--- src/rtl/vec_pkg.sv ---
// vec_pkg: shared vector-memory widths, legal VRF window and sequencer state type
package vec_pkg;
  localparam int VEC_W = 256;
  localparam int WORD_W = 32;
  localparam int LANES = 8;
  localparam logic [4:0] VREG_FIRST = 5'd16;
  localparam logic [4:0] VREG_LAST = 5'd23;
  typedef enum logic [2:0] {IDLE, LOAD, WB, STORE, FIN} state_t;
endpackage

--- src/rtl/vec_lane_buffer.sv ---
// vec_lane_buffer: lane-indexed write buffer (clk, rst, clr wipes all lanes, we/idx/wd writes one lane, q is the full vector)
module vec_lane_buffer #(
  parameter int WORD_W = 32,
  parameter int LANES = 8
) (
  input  logic                      clk,
  input  logic                      rst,
  input  logic                      clr,
  input  logic                      we,
  input  logic [$clog2(LANES)-1:0]  idx,
  input  logic [WORD_W-1:0]         wd,
  output logic [WORD_W*LANES-1:0]   q
);
  logic [WORD_W*LANES-1:0] q_q, q_d;
  always_comb begin
    q_d = clr ? '0 : q_q;
    if (we) q_d[idx*WORD_W +: WORD_W] = wd;
  end
  always_ff @(posedge clk) q_q <= rst ? '0 : q_d;
  assign q = q_q;
endmodule

--- src/rtl/vec_mem_sequencer.sv ---
// vec_mem_sequencer: moves one vector register to/from memory in 8 word beats (start/op/vreg/base_addr in; busy/done/err status; mem_* data port; vra/vrd VRF read; vwe/vwa/vwd VRF write)
module vec_mem_sequencer #(
  parameter int WORD_W = 32,
  parameter int LANES = 8
) (
  input  logic                     clk,
  input  logic                     rst,
  input  logic                     start,
  input  logic                     op,
  input  logic [4:0]               vreg,
  input  logic [WORD_W-1:0]        base_addr,
  output logic                     busy,
  output logic                     done,
  output logic                     err,
  output logic [WORD_W-1:0]        mem_addr,
  output logic                     mem_we,
  output logic [WORD_W-1:0]        mem_wd,
  input  logic [WORD_W-1:0]        mem_rd,
  output logic [4:0]               vra,
  input  logic [WORD_W*LANES-1:0]  vrd,
  output logic                     vwe,
  output logic [4:0]               vwa,
  output logic [WORD_W*LANES-1:0]  vwd
);
  import vec_pkg::*;
  localparam int CW = $clog2(LANES);
  state_t state_q, state_d;
  logic op_q, op_d, bad_q, bad_d, take, last, act;
  logic [4:0] vreg_q, vreg_d;
  logic [WORD_W-1:0] base_q, base_d;
  logic [CW-1:0] cnt_q, cnt_d;
  logic [WORD_W*LANES-1:0] buf_q;
  assign take = state_q == IDLE && start;
  assign last = cnt_q == CW'(LANES - 1);
  assign act = state_q == LOAD || state_q == STORE;
  always_comb begin
    op_d = take ? op : op_q;
    vreg_d = take ? vreg : vreg_q;
    base_d = take ? base_addr : base_q;
    bad_d = take ? (vreg < VREG_FIRST || vreg > VREG_LAST || base_addr[1:0] != 2'b00) : bad_q;
    cnt_d = take ? '0 : act ? cnt_q + 1'b1 : cnt_q;
    case (state_q)
      IDLE:    state_d = !start ? IDLE : bad_d ? FIN : op ? STORE : LOAD;
      LOAD:    state_d = last ? WB : LOAD;
      STORE:   state_d = last ? FIN : STORE;
      WB:      state_d = FIN;
      default: state_d = IDLE;
    endcase
  end
  always_ff @(posedge clk) begin
    if (rst) begin
      state_q <= IDLE;
      op_q <= 1'b0;
      bad_q <= 1'b0;
      vreg_q <= '0;
      base_q <= '0;
      cnt_q <= '0;
    end else begin
      state_q <= state_d;
      op_q <= op_d;
      bad_q <= bad_d;
      vreg_q <= vreg_d;
      base_q <= base_d;
      cnt_q <= cnt_d;
    end
  end
  vec_lane_buffer #(.WORD_W(WORD_W), .LANES(LANES)) u_buf (
    .clk(clk),
    .rst(rst),
    .clr(take),
    .we(state_q == LOAD),
    .idx(cnt_q),
    .wd(mem_rd),
    .q(buf_q)
  );
  assign busy = act || state_q == WB;
  assign done = state_q == FIN;
  assign err = done && bad_q;
  assign mem_addr = act ? base_q + (WORD_W'(cnt_q) << 2) : '0;
  assign mem_we = state_q == STORE;
  assign mem_wd = mem_we ? vrd[cnt_q*WORD_W +: WORD_W] : '0;
  assign vra = vreg_q;
  assign vwe = state_q == WB;
  assign vwa = vwe ? vreg_q : '0;
  assign vwd = vwe ? buf_q : '0;
endmodule

--- config.mk ---
export PLATFORM = sky130hd
export DESIGN_NAME = vec_mem_sequencer
export DESIGN_NICKNAME = d
export VERILOG_FILES = /design/src/rtl/vec_pkg.sv /design/src/rtl/vec_lane_buffer.sv /design/src/rtl/vec_mem_sequencer.sv
export SDC_FILE = /design/constraint.sdc
export NUM_CORES = 1
export LEC_CHECK = 0
export CORE_AREA = 2 2 258 260
export CTS_CLUSTER_SIZE = 20
export DETAILED_ROUTE_END_ITERATION = 8
export DIE_AREA = 0 0 260 262
export GPL_TIMING_DRIVEN = 1
export SLEW_MARGIN = 20
export SYNTH_ARGS = -nofsm -noshare
export SYNTH_HDL_FRONTEND = slang
export SYNTH_SLANG_ARGS = --single-unit
--- constraint.sdc ---
create_clock -name clk -period 3.4 [get_ports clk]
set_clock_uncertainty 0.1 [all_clocks]
set_input_delay 0.51 -clock clk [delete_from_list [all_inputs] [get_ports clk]]
set_output_delay 0.51 -clock clk [all_outputs]
set_load 0.02 [all_outputs]
==> summary by stage, run 1 <==
Run status
The flow ran to the end, and the final reports show no timing, DRC or antenna violations.

Final layout
The layout overhead on the synthesized area is 51.56%. For this run, the share of the core covered by cells in the final layout is 39.27%. The sequential cells in the finished layout cover a total of 6016 um2.

The final standard cell area without fillers is 25640 um2. Of the cells placed in the final design, the portion with a size suffix greater than 1 is 11.64%. The non-filler instance count after layout is 3547.

The most common cell after layout, fill and taps aside is sky130_fd_sc_hd__clkdlybuf4s50_1. The total of fill cells in the finished design is 6442. The number of nets at the end of the flow is 2985. In the final layout, the multi-input gates occupy 10090 um2.

The library cells used most frequently in the layout, excluding fill and tap cells, are sky130_fd_sc_hd__clkdlybuf4s50_1 (637), sky130_fd_sc_hd__a21oi_1 (307), sky130_fd_sc_hd__dfxtp_1 (296).

Power and ir drop
The clock network is responsible for 45.6% of the overall power. Combinational logic is responsible for 11.3% of the overall power. The internal portion of the total power is 6.188 mW.

In this run the power spent charging and discharging nets is 2.115 mW. Per report_power, the sequential group accounts for 43.2% of the total. The total power is 8.303 mW. Power spread over the standard cell area amounts to 323.9 nW/um2.

The proportion of total power due to net switching is 25.47%. For this design the static power due to leakage is 8.608 nW. The maximum resistive drop on vdd is 0.0002692 V.

CTS
The cell sitting at the root of the clock tree is a sky130_fd_sc_hd__clkbuf_16. The number of CTS-inserted buffers is 36. In this run the deepest clock path goes through 3 buffers.

The clock latency of the later-clocked register in the worst-skew pair is 560 ps. The clock tree synthesis step divided the H-tree into 2 levels. CTS saw 300 sinks.

Clock-pin slew was measured on the worst setup and hold paths at 60 ps. TritonCTS built the clock tree. In this run, post-CTS hold repair placed 0 buffers.

Timing
Setup total negative slack on the finished layout was measured at 0 ps. The share of the clock period used by the worst path is 98.48%. The total of endpoints with negative setup slack in the final report is 0. The post-route worst hold slack is 283.8 ps. The slew at the pin closest to its max-slew limit is 1067 ps. The final-report hold violation count was 0.

Setup repair after global routing could not meet its margin everywhere. Counting I/O delays and the setup requirement, the final critical path takes 3348 ps. Setup slack closes at 51.73 ps. The final count of pins violating max slew came to 0.

For this run, the top clock speed supported by timing is 298.7 MHz. In this run the tightest slew margin relative to its limit is 28.87%.

Global routing
The maximum number of pins on one net before global-route repair is 113. The number of global-route vias before repair is 17300. The overall global routing resource usage is 22.52%. The wire length of the first global-routing pass is 114.4 mm. After global routing the overflow that remains totals 0. The number of antenna violations at the first check in global routing came to 14.

Setup path
At the worst endpoint, the required time is 2790 ps. Along the worst path, the maximum fanout reaches 39. The kind of critical path is reg -> out. The worst endpoint data arrival time is 2740 ps.

The worst setup path is launched from a flip-flop. The capturing element type of the critical path is an output pin. Setup slack on the worst reg-to-reg path comes out at 260 ps.

Route
The first routing iteration left 1367 violations. The total vias in the final route is 17850. The count of nets left with antenna violations once routing finished came out at 0. The first detailed-routing pass took 6 iterations.

The number of design rule violations left after detail routing is 0. In the final routed layout, each cell accounts on average for 22.74 um. After detailed routing, the total wire length is 80.64 mm. The via density per instance is 5.034.

Place
After legalization and detailed placement, the total HPWL measured 59.20 mm. The placed cell count is 3464. The total of buffers placed on input and output ports is 663. After detailed placement, the total cell area comes to 24270 um2.

The global placer's final weighted congestion is 0.9615. The post-place setup slack is 0.4963 ps.

Die
The height of the chip is 262 um. The core box area is 65280 um2. The floorplan has 94 rows. The initial cell density of the core is 25.91%. 664 I/O pins were placed. The width of the chip is 260 um.

The area enclosed by the die boundary is 68120 um2.

Run
Max-cap violations in this run came to 0.

Yosys
Sorting the synthesized cells by area gives the leading types as sky130_fd_sc_hd__dfxtp_1 (36%), sky130_fd_sc_hd__and2_1 (11%), sky130_fd_sc_hd__a21oi_1 (9.3%), sky130_fd_sc_hd__mux4_2 (8.5%), sky130_fd_sc_hd__nand3_1 (7.0%). The number of different library cells used by synthesis comes to 52. When the netlist entered floorplanning its net count stood at 2463. The share of synthesized flip-flops with an asynchronous set or reset is 0%.

After synthesis the cells add up to 16910 um2. The synthesized design contains 0 enable-type register cells. The gate count after technology mapping is 2123.

After synthesis, flip-flops and latches occupy 35.51% of the total area. The warning count from the yosys run is 0. The cell type with the highest aggregate area in the netlist is sky130_fd_sc_hd__dfxtp_1. In this run, synthesis produced a sequential element count of 300. The most used flip-flop cell after synthesis is sky130_fd_sc_hd__dfxtp_1. The mean instance size in the synthesized netlist is 7.967 um2. The area fraction of the dominant cell type after synthesis is 35.51%.

Min path
The path class of the tightest hold or removal check is in -> reg.
cell type report:
class	instances	area share [%]
diodes	12	0.1171
clock buffers	50	3.914
clock inverters	14	0.5174
inverters	7	0.1025
multi-input cells	1581	39.35
flip-flops and latches	300	23.47
well taps	864	4.217
repair buffers	719	28.32
kinds of logic after synthesis:
| family | synth area share (%) |
|---|---|
| AND/OR/NAND/NOR | 36.34 |
| AO/OA/AOI/OAI | 10.45 |
| flip-flops | 35.51 |
| XOR/XNOR | 0.5696 |
| multiplexers | 10.47 |
| buffers and inverters | 5.799 |
| adder cells (fa/ha/maj) | 0.8581 |
worst paths after layout:
kind	from	to	cells past startpoint
setup reg to reg	cnt_q[0]	u_buf.q[103]	9
hold reg to reg	base_q[1]	base_q[1]	2
hold / removal	rst	u_buf.q[202]	2
setup / recovery	cnt_q[0]	mem_wd[12]	5
metal layers:
layer / wire (um) / share of wire (%) / GRT usage, % / vias up
met2: 40350 / 50 / 39.35 / 767
met4: 3764 / 4.7 / 11.16 / 2
met1: 31510 / 39 / 26.74 / 8665
met5: 12 / 0.015 / 0 / -
met3: 5007 / 6.2 / 3.733 / 149
li1: - / - / - / 8271
flip-flops by register name (all words and copies together), names as in the netlist:
register  flops
base_q       32
u_buf.q     256
state_q       3
bad_q         1
cnt_q         3
vra           5
Yosys cell counts, types with 5 or more instances:
master	n
sky130_fd_sc_hd__mux2i_1	33
sky130_fd_sc_hd__ha_1	10
sky130_fd_sc_hd__nand4_1	6
sky130_fd_sc_hd__or2_2	76
sky130_fd_sc_hd__o31ai_1	13
sky130_fd_sc_hd__or2_0	20
sky130_fd_sc_hd__nand3_1	238
sky130_fd_sc_hd__nor3_1	8
sky130_fd_sc_hd__nor2_1	49
sky130_fd_sc_hd__and2_1	289
sky130_fd_sc_hd__a21oi_1	314
sky130_fd_sc_hd__nand2_1	282
sky130_fd_sc_hd__clkbuf_1	183
sky130_fd_sc_hd__clkbuf_2	5
sky130_fd_sc_hd__xnor2_1	7
sky130_fd_sc_hd__mux4_2	64
sky130_fd_sc_hd__buf_4	11
sky130_fd_sc_hd__dfxtp_1	300
sky130_fd_sc_hd__or4_1	12
sky130_fd_sc_hd__inv_1	6
sky130_fd_sc_hd__buf_2	20
sky130_fd_sc_hd__and2_0	10
sky130_fd_sc_hd__buf_1	16
sky130_fd_sc_hd__nand3b_1	98
worst max-delay path, cell delays in order (launching register included):
cell and delay, ps:
sky130_fd_sc_hd__dfxtp_4 380, sky130_fd_sc_hd__buf_16 250, sky130_fd_sc_hd__mux4_2 610, sky130_fd_sc_hd__nand2_1 160, sky130_fd_sc_hd__a21oi_1 90, sky130_fd_sc_hd__clkdlybuf4s50_1 610
power by group through the flow:
| stage | logic [mW] | registers [mW] | clock network, mW |
|---|---|---|---|
| after global placement | 0.924 | 3.66 | 0 |
| after floorplan | 0.328 | 3.65 | 0 |
| after global routing | 0.988 | 3.59 | 4.01 |
| final | 0.936 | 3.58 | 3.78 |
| after detailed placement | 0.932 | 3.66 | 0 |
| after CTS | 0.938 | 3.58 | 3.88 |
repair_timing:
action                                  4_1_cts  5_1_grt
buffers inserted                              6        0
resized for setup                            76       25
cloned                                        1        0
pin swaps                                     3        2
endpoints found under the setup margin      218       23
Power figures use the tool's default switching activity.
==> inputs of run 2 (changes only) <==
--- a/config.mk
+++ b/config.mk
@@ -5,6 +5,7 @@
 export SDC_FILE = /design/constraint.sdc
 export NUM_CORES = 1
 export LEC_CHECK = 0
+export CAP_MARGIN = 20
 export CORE_AREA = 2 2 258 260
 export CTS_CLUSTER_SIZE = 20
 export DETAILED_ROUTE_END_ITERATION = 8
==> results of run 2 <==
Same layout as run 1: the final DEF is identical, and so are final timing and power.
==> inputs of run 3 (changes only) <==
--- a/config.mk
+++ b/config.mk
@@ -10,7 +10,6 @@
 export CTS_CLUSTER_SIZE = 20
 export DETAILED_ROUTE_END_ITERATION = 8
 export DIE_AREA = 0 0 260 262
-export GPL_TIMING_DRIVEN = 1
 export SLEW_MARGIN = 20
 export SYNTH_ARGS = -nofsm -noshare
 export SYNTH_HDL_FRONTEND = slang
==> results of run 3 <==
Same layout as run 1: the final DEF is identical, and so are final timing and power.
